### src/rtl/uart_defs.sv
// Shared UART definitions: FSM state encodings, line levels and a counter-width helper.
// The serial receiver imports this package as well.
package uart_defs;

    localparam logic [2:0] IDLE   = 3'd0;
    localparam logic [2:0] START  = 3'd1;
    localparam logic [2:0] DATA   = 3'd2;
    localparam logic [2:0] PARITY = 3'd3;
    localparam logic [2:0] STOP   = 3'd4;

    localparam logic IDLE_LEVEL  = 1'b1;
    localparam logic START_LEVEL = 1'b0;

    // Width of a counter spanning 0..n-1, never narrower than one bit.
    function automatic int cnt_width(input int n);
        return (n > 1) ? $clog2(n) : 1;
    endfunction

endpackage

### src/rtl/uart_bit_timer.sv
// Per-bit clock counter: runs 0..CLKS_PER_BIT-1 and flags the last cycle of each bit.
// Held at zero while clear is asserted so a new bit always starts on a fresh count.
module uart_bit_timer
    import uart_defs::*;
#(
    parameter int CLKS_PER_BIT = 4
) (
    input  logic clock,
    input  logic reset,
    input  logic clear,
    output logic bit_end
);

    localparam int              CW   = cnt_width(CLKS_PER_BIT);
    localparam logic [CW-1:0]   LAST = CW'(CLKS_PER_BIT - 1);

    logic [CW-1:0] cnt_q;
    logic [CW-1:0] cnt_d;

    always_comb begin
        cnt_d = cnt_q + 1'b1;
        if (clear || (cnt_q == LAST)) begin
            cnt_d = '0;
        end
    end

    always_ff @(posedge clock) begin
        if (reset) begin
            cnt_q <= '0;
        end else begin
            cnt_q <= cnt_d;
        end
    end

    // With CLKS_PER_BIT=1 the count stays at zero and every cycle is a bit end.
    assign bit_end = (cnt_q == LAST);

endmodule

### src/rtl/uart_tx_serializer.sv
// UART-style transmitter: start bit, LSB-first data, optional even parity, stop bit.
// Every output is a register whose next value is decoded from the next FSM state.
module uart_tx_serializer
    import uart_defs::*;
#(
    parameter int DATA_WIDTH   = 8,
    parameter int CLKS_PER_BIT = 4,
    parameter int PARITY_EN    = 0
) (
    input  logic                  clock,
    input  logic                  reset,
    input  logic [DATA_WIDTH-1:0] tx_data,
    input  logic                  tx_valid,
    output logic                  tx_ready,
    output logic                  serial_out,
    output logic                  tx_busy,
    output logic                  tx_done
);

    localparam int            IW       = cnt_width(DATA_WIDTH);
    localparam logic [IW-1:0] LAST_BIT = IW'(DATA_WIDTH - 1);

    logic [2:0]            state_q,  state_d;
    logic [DATA_WIDTH-1:0] shift_q,  shift_d;
    logic [IW-1:0]         idx_q,    idx_d;
    logic                  parity_q, parity_d;
    logic                  serial_q, serial_d;
    logic                  ready_q,  ready_d;
    logic                  busy_q,   busy_d;
    logic                  done_q,   done_d;
    logic                  accept;
    logic                  timer_clear;
    logic                  bit_end;

    assign accept      = tx_valid && ready_q;
    assign timer_clear = (state_q == IDLE);

    uart_bit_timer #(
        .CLKS_PER_BIT(CLKS_PER_BIT)
    ) u_bit_timer (
        .clock  (clock),
        .reset  (reset),
        .clear  (timer_clear),
        .bit_end(bit_end)
    );

    always_comb begin
        state_d  = state_q;
        shift_d  = shift_q;
        idx_d    = idx_q;
        parity_d = parity_q;
        done_d   = 1'b0;
        case (state_q)
            IDLE: begin
                if (accept) begin
                    state_d  = START;
                    shift_d  = tx_data;
                    parity_d = ^tx_data;
                    idx_d    = '0;
                end
            end
            START: begin
                if (bit_end) state_d = DATA;
            end
            DATA: begin
                if (bit_end) begin
                    shift_d = shift_q >> 1;
                    if (idx_q == LAST_BIT) begin
                        idx_d   = '0;
                        state_d = (PARITY_EN != 0) ? PARITY : STOP;
                    end else begin
                        idx_d = idx_q + 1'b1;
                    end
                end
            end
            PARITY: begin
                if (bit_end) state_d = STOP;
            end
            STOP: begin
                if (bit_end) begin
                    state_d = IDLE;
                    done_d  = 1'b1;
                end
            end
            default: state_d = IDLE;
        endcase

        // Line level follows the state being entered so it changes on the same edge.
        case (state_d)
            START:   serial_d = START_LEVEL;
            DATA:    serial_d = shift_d[0];
            PARITY:  serial_d = parity_d;
            default: serial_d = IDLE_LEVEL;
        endcase
        ready_d = (state_d == IDLE);
        busy_d  = (state_d != IDLE);
    end

    always_ff @(posedge clock) begin
        if (reset) begin
            state_q  <= IDLE;
            shift_q  <= '0;
            idx_q    <= '0;
            parity_q <= 1'b0;
            serial_q <= IDLE_LEVEL;
            ready_q  <= 1'b1;
            busy_q   <= 1'b0;
            done_q   <= 1'b0;
        end else begin
            state_q  <= state_d;
            shift_q  <= shift_d;
            idx_q    <= idx_d;
            parity_q <= parity_d;
            serial_q <= serial_d;
            ready_q  <= ready_d;
            busy_q   <= busy_d;
            done_q   <= done_d;
        end
    end

    assign tx_ready   = ready_q;
    assign serial_out = serial_q;
    assign tx_busy    = busy_q;
    assign tx_done    = done_q;

endmodule

### config.mk
export PLATFORM = sky130hd
export DESIGN_NAME = uart_tx_serializer
export DESIGN_NICKNAME = d
export VERILOG_FILES = /design/src/rtl/uart_defs.sv /design/src/rtl/uart_bit_timer.sv /design/src/rtl/uart_tx_serializer.sv
export SDC_FILE = /design/constraint.sdc
export NUM_CORES = 1
export LEC_CHECK = 0
export ABC_CLOCK_PERIOD_IN_PS = 1700
export BUFFER_PORTS_ARGS = -buffer_cell sky130_fd_sc_hd__buf_4
export CORE_ASPECT_RATIO = 1.2
export CORE_MARGIN = 8
export CORE_UTILIZATION = 30
export CTS_CLUSTER_DIAMETER = 30
export CTS_CLUSTER_SIZE = 10
export DETAILED_ROUTE_END_ITERATION = 16
export GPL_TIMING_DRIVEN = 0
export SLEW_MARGIN = 20
export SYNTH_ARGS = -nofsm -noshare
export SYNTH_HDL_FRONTEND = slang
export SYNTH_SLANG_ARGS = --single-unit
### constraint.sdc
create_clock -name clock -period 1.7 [get_ports clock]
set_clock_uncertainty 0.15 [all_clocks]
set_input_delay 0.085 -clock clock [delete_from_list [all_inputs] [get_ports clock]]
set_output_delay 0.085 -clock clock [all_outputs]
set_load 0.1 [all_outputs]
* Yosys cells after proc, flatten, opt, wreduce, memory -nomap -nowiden
Cells that the tools add are included.
** Storage, ports and cells
- Output and inout bits :: 4
- Bits in registers :: 21
- Logic and storage cells :: 52
- Bits of input ports :: 11
** Operators by class
- $add $sub $neg :: 2
- Bitwise operators :: 1
- Muxes and demuxes :: 18
- Reduce and logical (&&, ||, !) cells :: 10
- Equal/unequal tests :: 11
** Operators with widths (number)
- $mux W3 :: 9
- $mux W8 :: 2
- $pmux W8 S2 :: 1
- $pmux W3 S5 :: 1
- $eq A3 B2 Y1 const B :: 4
- $reduce_xor A8 Y1 :: 1
- $eq A3 B1 Y1 const B :: 2
- $eq A3 B3 Y1 const B :: 2
- $logic_not A3 Y1 :: 2
- $pmux W3 S2 :: 1
- $ne A2 B2 Y1 const B :: 2
- $reduce_or A2 Y1 :: 2
- $add A3 B1 Y3 const B :: 1
- $mux W1 :: 3
- $pmux W1 S3 :: 1
- $reduce_and A3 Y1 :: 1
- $reduce_bool A3 Y1 :: 1
- $add A2 B1 Y2 const B :: 1
- $eq A2 B2 Y1 const B :: 1
- $reduce_bool A2 Y1 :: 1
- $logic_and A1 B1 Y1 :: 1
- $logic_or A1 B1 Y1 :: 1
- $not A1 Y1 :: 1

* Depth between registers and ports, before layout
- Depth after elaboration :: 6
- Mapped depth :: 7
- Mapped depth without buffers :: 6

* Cells and area by module
A second synthesis with hierarchy kept.
** Unflattened totals
- Cell total of the unflattened synthesis :: 104
- Area total of the unflattened synthesis :: 955.9 um^2
** Modules (own cells, without submodules)
- uart_tx_serializer :: area each 875.8 um^2, sequential area each 380.4 um^2, instances 1, cells each 99
- uart_bit_timer :: area each 80.1 um^2, sequential area each 40.0 um^2, instances 1, cells each 5

* Least setup slack after synthesis
No wires, ideal clock.
- Kind :: register -> register
- Start :: register ready_q (netlist: tx_ready)
- End :: register serial_q (netlist: serial_out)
- Period minus slack after synthesis :: 2.106 ns
- Data required time :: 1.411 ns
- Stages on the path, launching flop included :: 5
- Setup slack :: -0.406 ns
- Buffers on the path :: 0
- Arrival time :: 1.818 ns
- Path through :: dfxtp_1 and4bb_4 a21oi_4 a221oi_2 o221ai_1
** On the way
- Word-level cells in the longest chain between the ends :: 5
- Elaborated cells on any way between the ends :: 11
- Those cells by class :: eq/ne: 3; mux: 7; reduce/logical: 1
** RTL lines
- start, declared :: RTL line uart_tx_serializer.sv:28 : logic ready_q, ready_d;
- start signal, assigned :: RTL line uart_tx_serializer.sv:115 : ready_q <= ready_d;
- $logic_and A1 B1 Y1 * :: RTL line uart_tx_serializer.sv:35 : assign accept = tx_valid && ready_q;
- $mux W3 :: RTL line uart_tx_serializer.sv:55 : if (accept) begin
- $pmux W3 S5 :: RTL line uart_tx_serializer.sv:53 : case (state_q)
- $eq A3 B2 Y1 or $eq A3 B1 Y1 (tied branches) :: RTL line uart_tx_serializer.sv:89 : case (state_d)
- $pmux W1 S3 * :: RTL line uart_tx_serializer.sv:89
- end signal, assigned :: RTL line uart_tx_serializer.sv:114 : serial_q <= serial_d;
- end, declared :: RTL line uart_tx_serializer.sv:27 : logic serial_q, serial_d;
Mark *: on every way between the ends. The rest lies on a longest branch, timed or not. The select of a mux whose other input is x is not followed.
A chain may end at the register's enable or synchronous reset.

* Worst setup path in the final report
- Start :: register u_bit_timer.cnt_q[1]
- End :: register serial_q (netlist: serial_out)
** On the way
- Word-level cells in the longest chain between the ends :: 5
- Elaborated cells on any way between the ends :: 12
- Those cells by class :: eq/ne: 4; mux: 8
** RTL lines
- start, declared :: RTL line uart_bit_timer.sv:17 : logic [CW-1:0] cnt_q;
- start signal, assigned :: RTL line uart_bit_timer.sv:31 : cnt_q <= cnt_d;
- $eq A2 B2 Y1 * :: RTL line uart_bit_timer.sv:36 : assign bit_end = (cnt_q == LAST);
- named net bit_end :: RTL line uart_tx_serializer.sv:33 : logic bit_end;
- $mux W3, on equally long branches
- $pmux W3 S5 :: RTL line uart_tx_serializer.sv:53
- $eq A3 B2 Y1 or $eq A3 B1 Y1 (tied branches) :: RTL line uart_tx_serializer.sv:89
- $pmux W1 S3 * :: RTL line uart_tx_serializer.sv:89
Mark *: on every way through the listed nets, which the timed path passes. The rest lies on a longest branch. The select of a mux whose other input is x is not followed.

==> impl_metrics.tcl <==
set metrics [dict create \
    outcome "completed" \
    grt_usage_pct 8.77 \
    antenna_found_initial 0 \
    first_pass_iters 4 \
    path_clk_slew_ns 0.08 \
    fillers 319 \
    viasPerCell 5.09 \
    stdcell_area_um2 1360 \
    worstPathArrival_ns 1.64 \
    clock_latency_ns 0.26 \
    layout.nets 153 \
    post_synth_mux_area_share_pct 0 \
    p_int_mw 0.803 \
    globalplace.congestion 0.770 \
    p_switching_mw 0.329 \
    dpl-instance-area_um2 1150 \
    critical-path-slowest-cell "dfxtp_2" \
    synth_cell_types 38 \
    synthCells 106 \
    setup_ws_ns 0.0397 \
    cp_max_fo 8 \
    rsz0062_at_grt "true" \
    fin_hold_ws_ns 0.235 \
    synth_most_common_cell "dfxtp_1" \
    tightest_slew_ns 0.494 \
    worstSetupStartpointType "register" \
    avgSynthCellArea_um2 9.35 \
    wl_mm 2.26 \
    slowest_delay_ns 0.35 \
    finalSetupViolCount 0 \
    die-area_um2 5410 \
    slew_viol_final 0 \
    crit_cells 6 \
    hold_viol 0 \
    max_freq_ghz 0.602 \
    grt_pass1_vias 853 \
    clock_power_share_pct 28.9 \
    fp.dieW_um 68.5 \
    switching_share_pct 29.1 \
    cap_violations 0 \
    drc_errors 0 \
    root_buffer "clkbuf_8" \
    drive_gt1_share_pct 30.4 \
    cp-endpoint "serial_out" \
    cp_data_required_time_ns 1.68 \
    insertedDiodeCount 0 \
    synth_fa_ha_area_share_pct 3.79 \
    dp_hpwl_mm 1.55 \
    ios 15 \
    yosys-top-cells-area "dfxtp_1 (42%), xnor2_1 (6.2%), a21oi_1 (5.6%), a22oi_1 (4.5%), ha_1 (3.8%)" \
    grt_overflow 0 \
    clk_path_buf_depth 2 \
    final_util_pct 41.8 \
    crit_chain "ha_4, buf_6, and4bb_2, a21oi_4, a221oi_2, o221ai_1" \
    synth_edf_count 0 \
    r2r_slack_ns 0.04 \
    power_frac_seq_pct 47.4 \
    cts_max_level 1 \
    synthToLayoutAreaGrowth_pct 37.1 \
    timing.final.crit_share_pct 97.7 \
    path_class "register to register" \
    cts_tree "built" \
    synthFlopType "dfxtp_1" \
    ys_seq_elements 21 \
    clock-sinks 21 \
    peakVddDrop_mv 0.620 \
    yosysWarningCount 0 \
    crit_start "u_bit_timer.cnt_q[1]" \
    synth_nets 120 \
    pre_cts_ws_ns -0.0673 \
    seq_area_frac_synth_pct 42.4 \
    core_area_um2 3250 \
    die_h_um 79.0 \
    hp-class "primary input to register" \
    io_buffers 14 \
    powerDensity_nw_per_um2 834 \
    grt_max_degree 12 \
    synth-simple-area-share_pct 19.3 \
    syn-cell-area_um2 991 \
    netlist.area_leader.share_pct 42.4 \
    combPwrFrac_pct 23.7 \
    cts_buffers 3 \
    worstReg2RegEnd "serial_out" \
    synth_compound_area_share_pct 22.5 \
    synth_common_cells "dfxtp_1 (21), a21oi_1 (11), nand2_1 (10), nor2_1 (8), xnor2_1 (7)" \
    timing.rr.start "u_bit_timer.cnt_q[1]" \
    start_util_pct 30.5 \
    critPathCaptureType "register" \
    synth-xor-area-share_pct 6.19 \
    row_count 23 \
    rr_worst_depth 6 \
    num_vias 891 \
    ant_nets 0 \
    tns_ns 0 \
    maxSlewHeadroom_pct 67.1 \
    synth_top_family_by_area "compound AO/OA/AOI/OAI gates" \
    crit_family "compound AO/OA/AOI/OAI gates" \
    synth_top_area_cell "dfxtp_1" \
    cp_num_buf_inv 1 \
    drtIter0Drc 21 \
    leakagePower_nw 0.512 \
    fin_crit_ns 1.66 \
    grt_pass1_wl_mm 3.72 \
    wl_per_cell_um 12.9 \
    synthArstFlopShare_pct 0 \
]
-- per-layer routing --
layer  GRT usage, %  vias up  wire length, um  share of wire (%)
li1               -      454                -                  -
met5              0        -                0                  0
met2           14.1       25             1130                 50
met3           2.25        4              114                5.0
met4           4.31        0               38                1.7
met1           10.4      408              979                 43
-- worst min path at each step --
stage | slack, ns | endpoint | depth (start not counted) | start
floorplan | 0.05 | serial_out | 2 | reset
global placement | 0.18 | serial_out | 3 | reset
detailed placement | 0.18 | serial_out | 3 | reset
CTS | 0.24 | parity_q | 5 | tx_data[0]
global route | 0.26 | parity_q | 5 | tx_data[0]
finish | 0.24 | parity_q | 5 | tx_data[0]
-- through the flow --
step	power (mW)	cells
floorplan	0.721	106
finish	1.13	175
global route	1.19	175
CTS	1.13	172
detailed placement	0.782	157
global placement	0.778	157
-- kinds of logic after synthesis --
family	count (synthesis)
AOI/OAI and AO/OA	31
adders and majority gates	3
buffers and inverters	10
xor gates and xnor gates	7
and+or+nand+nor	34
DFF	21
-- layout by cell type (no fill, tap or decap), types with 2 or more instances in the layout --
cell,instances
ha_1,2
dfxtp_2,2
xnor2_1,7
nor4b_1,2
buf_6,3
dfxtp_1,18
clkbuf_1,3
a21oi_1,10
inv_1,2
clkbuf_8,3
a22oi_1,5
nand2_1,10
nand4_1,3
buf_4,22
nor3_1,2
dlygate4sd3_1,8
nor2_1,8
-- power groups by stage --
stage / clock network [mW] / logic (mW) / registers [mW]
6_report: 0.328 / 0.268 / 0.537
4_1_cts: 0.332 / 0.263 / 0.536
3_5_place_dp: 0 / 0.235 / 0.547
3_3_place_gp: 0 / 0.232 / 0.546
5_1_grt: 0.365 / 0.290 / 0.539
2_1_floorplan: 0 / 0.118 / 0.603
-- registers in the layout, indices dropped and copies added, names as in the netlist --
| register | count |
|---|---|
| tx_busy | 1 |
| tx_done | 1 |
| idx_q | 3 |
| tx_ready | 1 |
| parity_q | 1 |
| u_bit_timer.cnt_q | 2 |
| state_q | 3 |
| serial_out | 1 |
| shift_q | 8 |
-- cell type report --
class,instances,area (um^2),share of cell area [%]
Clock buffer,4,45.0,3.31
Timing Repair Buffer,28,234,17.2
Tap cell,37,46.3,3.41
Inverter,3,11.3,0.829
Sequential cell,21,427,31.4
Multi-Input combinational cell,75,543,40.0
Buffer,7,52.6,3.87
-- worst reg2reg max path, delay by kind of cell (launching register included) --
family | cells | cell delay [ns]
adder cells (fa/ha/maj) | 1 | 0.13
AND/OR/NAND/NOR | 1 | 0.31
flip-flops | 1 | 0.35
AO/OA/AOI/OAI | 3 | 0.49
buffers and inverters | 1 | 0.11
-- repair_timing --
action                                  CTS  global route
gates resized for setup                   5             6
pin swaps                                 4             4
endpoints found under the setup margin    3            11
setup buffers                             3             3
hold buffers                              8             0
endpoints found under the hold margin     8             0
Note: power is estimated with default switching activity, not from simulation.
